==> config.mk <==
export PLATFORM = sky130hd
export DESIGN_NAME = tl_ul_sram_slave_flat
export DESIGN_NICKNAME = d
export VERILOG_FILES = /design/src/rtl/tl_ul_sram_slave_pkg.sv /design/src/rtl/tl_ul_sram_slave_if.sv /design/src/rtl/tl_ul_resp_queue.sv /design/src/rtl/tl_ul_sram_slave.sv /design/src/flat_wrapper.sv
export SDC_FILE = /design/constraint.sdc
export NUM_CORES = 1
export LEC_CHECK = 0
export ABC_AREA = 1
export BUFFER_PORTS_ARGS = -buffer_cell sky130_fd_sc_hd__buf_2
export CELL_PAD_IN_SITES_DETAIL_PLACEMENT = 0
export CELL_PAD_IN_SITES_GLOBAL_PLACEMENT = 2
export CORE_ASPECT_RATIO = 0.9
export CORE_MARGIN = 3
export CORE_UTILIZATION = 25
export CTS_BUF_LIST = sky130_fd_sc_hd__clkbuf_4
export DETAILED_ROUTE_END_ITERATION = 10
export PLACE_DENSITY = 0.82
export SKIP_LAST_GASP = 1
export SLEW_MARGIN = 20
export SYNTH_ARGS = -nofsm -noshare
export SYNTH_HDL_FRONTEND = slang
export SYNTH_SLANG_ARGS = --single-unit
==> constraint.sdc <==
create_clock -name clock -period 2.6 [get_ports clock]
set_input_delay 0.52 -clock clock [delete_from_list [all_inputs] [get_ports clock]]
set_output_delay 0.52 -clock clock [all_outputs]
set_load 0.005 [all_outputs]
==> src/rtl/tl_ul_sram_slave_pkg.sv <==
// Shared TileLink-UL opcodes and the D-channel response record used by the SRAM slave and its response queue.
package tl_ul_pkg;

  localparam int TL_DATA_W = 32;
  localparam int TL_SRC_W  = 4;
  localparam int TL_SIZE_W = 3;

  localparam logic [2:0] PUT_FULL        = 3'd0;
  localparam logic [2:0] PUT_PARTIAL     = 3'd1;
  localparam logic [2:0] GET             = 3'd4;

  localparam logic [2:0] ACCESS_ACK      = 3'd0;
  localparam logic [2:0] ACCESS_ACK_DATA = 3'd1;

  typedef struct packed {
    logic [2:0]           opcode;
    logic [TL_SIZE_W-1:0] size;
    logic [TL_SRC_W-1:0]  source;
    logic                 denied;
    logic [TL_DATA_W-1:0] data;
  } d_resp_t;

  function automatic logic is_supported(input logic [2:0] op);
    return (op == PUT_FULL) || (op == PUT_PARTIAL) || (op == GET);
  endfunction

endpackage

==> src/rtl/tl_ul_sram_slave_if.sv <==
// TileLink-UL A/D channel bundle; master drives requests, slave returns responses.
interface tl_ul_sram_slave_if #(
  parameter int ADDR_W = 32,
  parameter int DATA_W = 32,
  parameter int SRC_W  = 4,
  parameter int SIZE_W = 3
);
  localparam int MASK_W = DATA_W / 8;

  logic              a_valid;
  logic              a_ready;
  logic [2:0]        a_opcode;
  logic [2:0]        a_param;
  logic [SIZE_W-1:0] a_size;
  logic [SRC_W-1:0]  a_source;
  logic [ADDR_W-1:0] a_address;
  logic [MASK_W-1:0] a_mask;
  logic [DATA_W-1:0] a_data;

  logic              d_valid;
  logic              d_ready;
  logic [2:0]        d_opcode;
  logic [1:0]        d_param;
  logic [SIZE_W-1:0] d_size;
  logic [SRC_W-1:0]  d_source;
  logic              d_sink;
  logic              d_denied;
  logic [DATA_W-1:0] d_data;

  modport master (
    output a_valid, a_opcode, a_param, a_size, a_source, a_address, a_mask, a_data, d_ready,
    input  a_ready, d_valid, d_opcode, d_param, d_size, d_source, d_sink, d_denied, d_data
  );

  modport slave (
    input  a_valid, a_opcode, a_param, a_size, a_source, a_address, a_mask, a_data, d_ready,
    output a_ready, d_valid, d_opcode, d_param, d_size, d_source, d_sink, d_denied, d_data
  );

endinterface

==> src/rtl/tl_ul_resp_queue.sv <==
// Two-entry FIFO of D-channel responses; exposes occupancy so the top can issue A-channel credit.
module tl_ul_resp_queue
  import tl_ul_pkg::*;
(
  input  logic    clock,
  input  logic    reset,
  input  logic    enq_valid,
  input  d_resp_t enq_data,
  input  logic    deq_ready,
  output logic    deq_valid,
  output d_resp_t deq_data,
  output logic [1:0] count
);

  d_resp_t mem [2];
  logic    wr_ptr;
  logic    rd_ptr;
  logic    push;
  logic    pop;

  assign push      = enq_valid;
  assign pop       = deq_valid && deq_ready;
  assign deq_valid = (count != 2'd0);
  assign deq_data  = mem[rd_ptr];

  always_ff @(posedge clock or posedge reset) begin
    if (reset) begin
      wr_ptr <= 1'b0;
      rd_ptr <= 1'b0;
      count  <= 2'd0;
    end else begin
      if (push) wr_ptr <= ~wr_ptr;
      if (pop)  rd_ptr <= ~rd_ptr;
      case ({push, pop})
        2'b10:   count <= count + 2'd1;
        2'b01:   count <= count - 2'd1;
        default: count <= count;
      endcase
    end
  end

  // Storage is not reset: an entry is only visible once count covers it.
  always_ff @(posedge clock) begin
    if (push) mem[wr_ptr] <= enq_data;
  end

endmodule

==> src/rtl/tl_ul_sram_slave.sv <==
// TileLink-UL slave fronting a 1-cycle-read SRAM with a 2-entry D queue and credit-based A backpressure.
// Optional TL_SRAM_RANGE_CHECK_EN: deny out-of-window, oversize and misaligned requests.
module tl_ul_sram_slave
  import tl_ul_pkg::*;
#(
  parameter int ADDR_W    = 32,
  parameter int DATA_W    = TL_DATA_W,
  parameter int SRC_W     = TL_SRC_W,
  parameter int SIZE_W    = TL_SIZE_W,
  parameter int MEM_WORDS = 1024,
  parameter logic [ADDR_W-1:0] BASE_ADDR = ADDR_W'(32'h0800_0000),
  localparam int MASK_W   = DATA_W / 8,
  localparam int MEM_AW   = $clog2(MEM_WORDS),
  localparam int LANE_SH  = $clog2(MASK_W)
) (
  input  logic              clock,
  input  logic              reset,
  tl_ul_sram_slave_if.slave tl,
  output logic              sram_en,
  output logic              sram_we,
  output logic [MEM_AW-1:0] sram_addr,
  output logic [MASK_W-1:0] sram_wmask,
  output logic [DATA_W-1:0] sram_wdata,
  input  logic [DATA_W-1:0] sram_rdata
);

  logic              fire;
  logic              denied_p0;
  logic              is_write_p0;
  logic              access_p0;
  logic [ADDR_W-1:0] offset_p0;
  logic [MEM_AW-1:0] word_p0;
  logic [1:0]        q_count;

  logic              vld_p1;
  logic [2:0]        op_p1;
  logic [SIZE_W-1:0] size_p1;
  logic [SRC_W-1:0]  source_p1;
  logic              denied_p1;
  logic              rd_p1;
  d_resp_t           enq_resp;
  d_resp_t           head;
  logic              head_vld;
  logic              unused_bits;

  // Stage 0: credit, decode and SRAM strobe in the accept cycle.
  assign tl.a_ready  = !reset && (({1'b0, q_count} + {2'b00, vld_p1}) < 3'd2);
  assign fire        = tl.a_valid && tl.a_ready;
  assign offset_p0   = tl.a_address - BASE_ADDR;
  assign word_p0     = offset_p0[MEM_AW+LANE_SH-1:LANE_SH];
  assign is_write_p0 = (tl.a_opcode == PUT_FULL) || (tl.a_opcode == PUT_PARTIAL);

`ifdef TL_SRAM_RANGE_CHECK_EN
  logic              in_range_p0;
  logic              size_ok_p0;
  logic [ADDR_W-1:0] align_mask_p0;

  // Wrapping subtraction turns addresses below BASE_ADDR into large offsets, so one compare covers both ends.
  assign in_range_p0   = offset_p0 < ADDR_W'(MEM_WORDS * MASK_W);
  assign size_ok_p0    = tl.a_size <= SIZE_W'(LANE_SH);
  assign align_mask_p0 = (ADDR_W'(1) << tl.a_size) - ADDR_W'(1);
  assign denied_p0     = !is_supported(tl.a_opcode) || !in_range_p0 || !size_ok_p0
                         || ((tl.a_address & align_mask_p0) != '0);
`else
  assign denied_p0     = !is_supported(tl.a_opcode);
`endif

  assign access_p0  = fire && !denied_p0;
  assign sram_en    = access_p0;
  assign sram_we    = access_p0 && is_write_p0;
  assign sram_addr  = access_p0 ? word_p0 : '0;
  assign sram_wmask = (access_p0 && is_write_p0) ? tl.a_mask : '0;
  assign sram_wdata = (access_p0 && is_write_p0) ? tl.a_data : '0;

  // Stage 1: one request in flight while the SRAM read completes.
  always_ff @(posedge clock or posedge reset) begin
    if (reset) vld_p1 <= 1'b0;
    else       vld_p1 <= fire;
  end

  always_ff @(posedge clock) begin
    if (fire) begin
      op_p1     <= (tl.a_opcode == GET) ? ACCESS_ACK_DATA : ACCESS_ACK;
      size_p1   <= tl.a_size;
      source_p1 <= tl.a_source;
      denied_p1 <= denied_p0;
      rd_p1     <= (tl.a_opcode == GET) && !denied_p0;
    end
  end

  always_comb begin
    enq_resp        = '0;
    enq_resp.opcode = op_p1;
    enq_resp.size   = size_p1;
    enq_resp.source = source_p1;
    enq_resp.denied = denied_p1;
    enq_resp.data   = rd_p1 ? sram_rdata : '0;
  end

  // Stage 2: queued responses presented on D.
  tl_ul_resp_queue u_resp_queue (
    .clock     (clock),
    .reset     (reset),
    .enq_valid (vld_p1),
    .enq_data  (enq_resp),
    .deq_ready (tl.d_ready),
    .deq_valid (head_vld),
    .deq_data  (head),
    .count     (q_count)
  );

  assign tl.d_valid  = head_vld;
  assign tl.d_opcode = head_vld ? head.opcode : '0;
  assign tl.d_size   = head_vld ? head.size   : '0;
  assign tl.d_source = head_vld ? head.source : '0;
  assign tl.d_denied = head_vld ? head.denied : 1'b0;
  assign tl.d_data   = head_vld ? head.data   : '0;
  assign tl.d_param  = 2'd0;
  assign tl.d_sink   = 1'b0;

  assign unused_bits = ^{tl.a_param, offset_p0};

endmodule

==> src/flat_wrapper.sv <==
// flat-port wrapper written by rule: the top's interface ports become plain ports
module tl_ul_sram_slave_flat import tl_ul_pkg::*;
#(
  parameter int ADDR_W    = 32,
  parameter int DATA_W    = TL_DATA_W,
  parameter int SRC_W     = TL_SRC_W,
  parameter int SIZE_W    = TL_SIZE_W,
  parameter int MEM_WORDS = 1024,
  parameter logic [ADDR_W-1:0] BASE_ADDR = ADDR_W'(32'h0800_0000),
  localparam int MASK_W   = DATA_W / 8,
  localparam int MEM_AW   = $clog2(MEM_WORDS),
  localparam int LANE_SH  = $clog2(MASK_W)
)
  (clock, reset, sram_en, sram_we, sram_addr, sram_wmask, sram_wdata, sram_rdata, tl_a_valid, tl_a_opcode, tl_a_param, tl_a_size, tl_a_source, tl_a_address, tl_a_mask, tl_a_data, tl_d_ready, tl_a_ready, tl_d_valid, tl_d_opcode, tl_d_param, tl_d_size, tl_d_source, tl_d_sink, tl_d_denied, tl_d_data);
  tl_ul_sram_slave_if #(.ADDR_W(ADDR_W), .DATA_W(DATA_W), .SRC_W(SRC_W), .SIZE_W(SIZE_W)) tl_i ();
  input  logic clock;
  input  logic reset;
  output logic sram_en;
  output logic sram_we;
  output logic [MEM_AW-1:0] sram_addr;
  output logic [MASK_W-1:0] sram_wmask;
  output logic [DATA_W-1:0] sram_wdata;
  input  logic [DATA_W-1:0] sram_rdata;
  input wire logic [$bits(tl_i.a_valid)-1:0] tl_a_valid;
  input wire logic [$bits(tl_i.a_opcode)-1:0] tl_a_opcode;
  input wire logic [$bits(tl_i.a_param)-1:0] tl_a_param;
  input wire logic [$bits(tl_i.a_size)-1:0] tl_a_size;
  input wire logic [$bits(tl_i.a_source)-1:0] tl_a_source;
  input wire logic [$bits(tl_i.a_address)-1:0] tl_a_address;
  input wire logic [$bits(tl_i.a_mask)-1:0] tl_a_mask;
  input wire logic [$bits(tl_i.a_data)-1:0] tl_a_data;
  input wire logic [$bits(tl_i.d_ready)-1:0] tl_d_ready;
  output wire logic [$bits(tl_i.a_ready)-1:0] tl_a_ready;
  output wire logic [$bits(tl_i.d_valid)-1:0] tl_d_valid;
  output wire logic [$bits(tl_i.d_opcode)-1:0] tl_d_opcode;
  output wire logic [$bits(tl_i.d_param)-1:0] tl_d_param;
  output wire logic [$bits(tl_i.d_size)-1:0] tl_d_size;
  output wire logic [$bits(tl_i.d_source)-1:0] tl_d_source;
  output wire logic [$bits(tl_i.d_sink)-1:0] tl_d_sink;
  output wire logic [$bits(tl_i.d_denied)-1:0] tl_d_denied;
  output wire logic [$bits(tl_i.d_data)-1:0] tl_d_data;
  assign tl_i.a_valid = tl_a_valid;
  assign tl_i.a_opcode = tl_a_opcode;
  assign tl_i.a_param = tl_a_param;
  assign tl_i.a_size = tl_a_size;
  assign tl_i.a_source = tl_a_source;
  assign tl_i.a_address = tl_a_address;
  assign tl_i.a_mask = tl_a_mask;
  assign tl_i.a_data = tl_a_data;
  assign tl_i.d_ready = tl_d_ready;
  assign tl_a_ready = tl_i.a_ready;
  assign tl_d_valid = tl_i.d_valid;
  assign tl_d_opcode = tl_i.d_opcode;
  assign tl_d_param = tl_i.d_param;
  assign tl_d_size = tl_i.d_size;
  assign tl_d_source = tl_i.d_source;
  assign tl_d_sink = tl_i.d_sink;
  assign tl_d_denied = tl_i.d_denied;
  assign tl_d_data = tl_i.d_data;
  tl_ul_sram_slave #(.ADDR_W(ADDR_W), .DATA_W(DATA_W), .SRC_W(SRC_W), .SIZE_W(SIZE_W), .MEM_WORDS(MEM_WORDS), .BASE_ADDR(BASE_ADDR)) u_core (.clock(clock), .reset(reset), .tl(tl_i), .sram_en(sram_en), .sram_we(sram_we), .sram_addr(sram_addr), .sram_wmask(sram_wmask), .sram_wdata(sram_wdata), .sram_rdata(sram_rdata));
endmodule
==> metrics <==
outcome complete, no violations; height of the die 132 um; initial core utilization 0.258; GRT overflow 0; Mapped Area 4420 um^2; RSZ-0062 raised after global routing false; share of cells above drive strength 1 0.360; Post-synth EDFFs 91; largest net degree at the start of global routing 44; DR vias/cell 4.07; FF-to-FF End u_core.u_resp_queue.count[1]; # DRC 0; Final TNS setup 0 ns; worst reg-to-reg path cell count 8; first-pass GRT wire length 18600 um; hold worst-path end u_core.source_p1[2]; total track usage 0.119; Max-Cap Viols 0; Root Buffer clkbuf_4; # setup viols final 0; Leak 2.86 nW; worst clock skew 0.0253 ns; antenna viol nets, final 0; final worst setup slack 0.260 ns; Main synth FF type edfxtp_1; Power per Cell Area 794 nW/um^2; drt first pass iters 4; post-synth cell types 22; worst-margin pin slew 0.680 ns; Final Hold Vio Count 0; Min-Delay Path Depth 1; Ant. Diodes 0; FF+latch count, synth 96; DR WL/cell 13.6 um; RR Startpoint u_core.u_resp_queue.count[1]; Post-Syn Instances 443; hold path startpoint tl_a_source[2]; CTS Buf Count 9; row count 45; Worst setup EP type output pin; Synth area leaders edfxtp_1, nand2_1, inv_1; Worst EP arrival 1.82 ns; Seq/Total Area, Yosys 0.647; Final Max Tran Viols 0; Hold WC Path Type in2reg; setup slack, reg-to-reg 0.95 ns; DPL Wire Length 7780 um; post-place setup slack 0.410 ns; number of global-route vias before repair 3603; mean post-synth cell area 9.97 um^2; NumNets Final 741; CTS Sinks 96; Synth area leader edfxtp_1; Max clock buf depth 2; Skew-Pair Late Insertion Delay 0.45 ns; routability cong. 0.850; Worst Path Required 2.08 ns; core area 17100 um^2; CP Launch Type flop; Port Buffer Count 182; Die ar. 19300 um^2; antenna violations before repair 0; total number of vias 3514; Die X 146 um; Synth top area share 0.619; num ports 213; Rel. slew slack 0.546; CTS tree yes; P&R area growth vs syn 30.8%; Peak Freq 0.427 GHz; Post-Route WL 11700 um; H-tree lvl count 3; Async S/R FF share, synth 0.0521; initial drt markers 186; Max FO, Critical Path 28; Synth Warn # 0; worst vdd rail ir drop 417 uV; Setup Crit Path Kind reg2out; fin crit period 2.34 ns; Final Cycle Share 0.900; CTS clk-pin slew, worst paths 0.18 ns
-- final cells by class --
class	instances	area, um^2
Sequential cell	96	2860
Fill cell	1838	11300
Clock inverter	7	95.1
Multi-Input combinational cell	230	1080
Clock buffer	9	67.6
Tap cell	235	294
Inverter	91	342
Timing Repair Buffer	195	1040
-- what timing repair did --
item | in CTS | in global routing
hold endpoints to repair | 5 | 0
resized for setup | 0 | 1
setup buffers | 0 | 3
setup endpoints to repair | 0 | 39
hold buffers | 1 | 0
-- worst max-delay path by stage --
stage                                 startpoint                            end  slack, ns  cells after the start
floorplan                          u_core.vld_p1  u_core.u_resp_queue.mem[0][0]       0.68                      2
global placement                           reset                  sram_wdata[3]       0.46                      6
detailed placement                         reset                 sram_wdata[14]       0.41                      6
CTS                 u_core.u_resp_queue.count[1]                 sram_wdata[14]      0.002                      5
global route          u_core.u_resp_queue.rd_ptr                   tl_d_size[2]       0.07                      5
finish              u_core.u_resp_queue.count[1]                  sram_wdata[1]       0.26                      5
-- layout by cell type, fill, tap and decap left out, types with 2 or more instances in the layout --
master,count
a21oi_1,41
buf_12,2
buf_2,182
buf_4,10
clkbuf_4,9
conb_1,5
dfrtp_1,5
edfxtp_1,91
inv_1,89
inv_2,2
inv_6,2
inv_8,2
nand2_1,121
nor2_1,6
nor2_4,2
nor3_1,36
nor3_2,10
xor2_1,2
-- worst max-delay path, cell delays in order, from the launching register on --
cell and delay, ns:
dfrtp_1 0.49, nor2_2 0.20, nand3_4 0.16, buf_12 0.20
nor3_1 0.16, buf_2 0.16
-- power by group --
| group | internal (mW) | switching [mW] |
|---|---|---|
| clock | 0.324 | 0.557 |
| combinational | 0.638 | 1.07 |
| sequential | 1.92 | 0.0807 |
-- logic make-up (layout without fill, tap and decap cells) --
logic type | after synthesis | after routing | share of synthesized area
fa+ha+maj | 1 | 1 | 0.00283
simple gates | 180 | 180 | 0.181
other cells | 1 | 5 | 0.000849
buf+inv | 121 | 302 | 0.116
compound gates | 41 | 41 | 0.0465
flops | 96 | 96 | 0.647
xor+xnor | 3 | 3 | 0.00595
-- cells in the mapped netlist, types with 2 or more instances --
library cell	number
nand2_1	121
edfxtp_1	91
inv_1	90
a21oi_1	41
nor3_1	36
buf_2	16
nor3_2	10
nor2_1	8
buf_4	6
clkbuf_1	6
dfrtp_1	5
buf_6	2
xor2_1	2
-- registers in the layout, summed over array words and instances (netlist names) --
| register | cells |
|---|---|
| u_core.u_resp_queue.mem | 82 |
| u_core.u_resp_queue.wr_ptr | 1 |
| u_core.vld_p1 | 1 |
| u_core.u_resp_queue.rd_ptr | 1 |
| u_core.size_p1 | 3 |
| u_core.source_p1 | 4 |
| u_core.denied_p1 | 1 |
| u_core.rd_p1 | 1 |
| u_core.u_resp_queue.count | 2 |
-- metrics by stage --
stage               instance area, um^2  total power, mW  hold WS [ns]  std cells  utilization
CTS                                5750             4.68         0.182        860        0.336
finish                             5780             4.59         0.224        863        0.338
global placement                   5570             3.76         0.424        843        0.326
detailed placement                 5570             3.78         0.431        843        0.326
floorplan                          4430             2.96         0.299        447            -
global route                       5780             4.93         0.160        863        0.338
-- per-layer routing --
metal | share of wire | vias up | GRT usage
li1 | - | 1757 | -
met1 | 0.41 | 1589 | 0.139
met2 | 0.50 | 157 | 0.218
met3 | 0.077 | 11 | 0.0320
met4 | 0.0080 | 0 | 0.0266
met5 | 0 | - | 0
(Power assumes the default switching activity.)
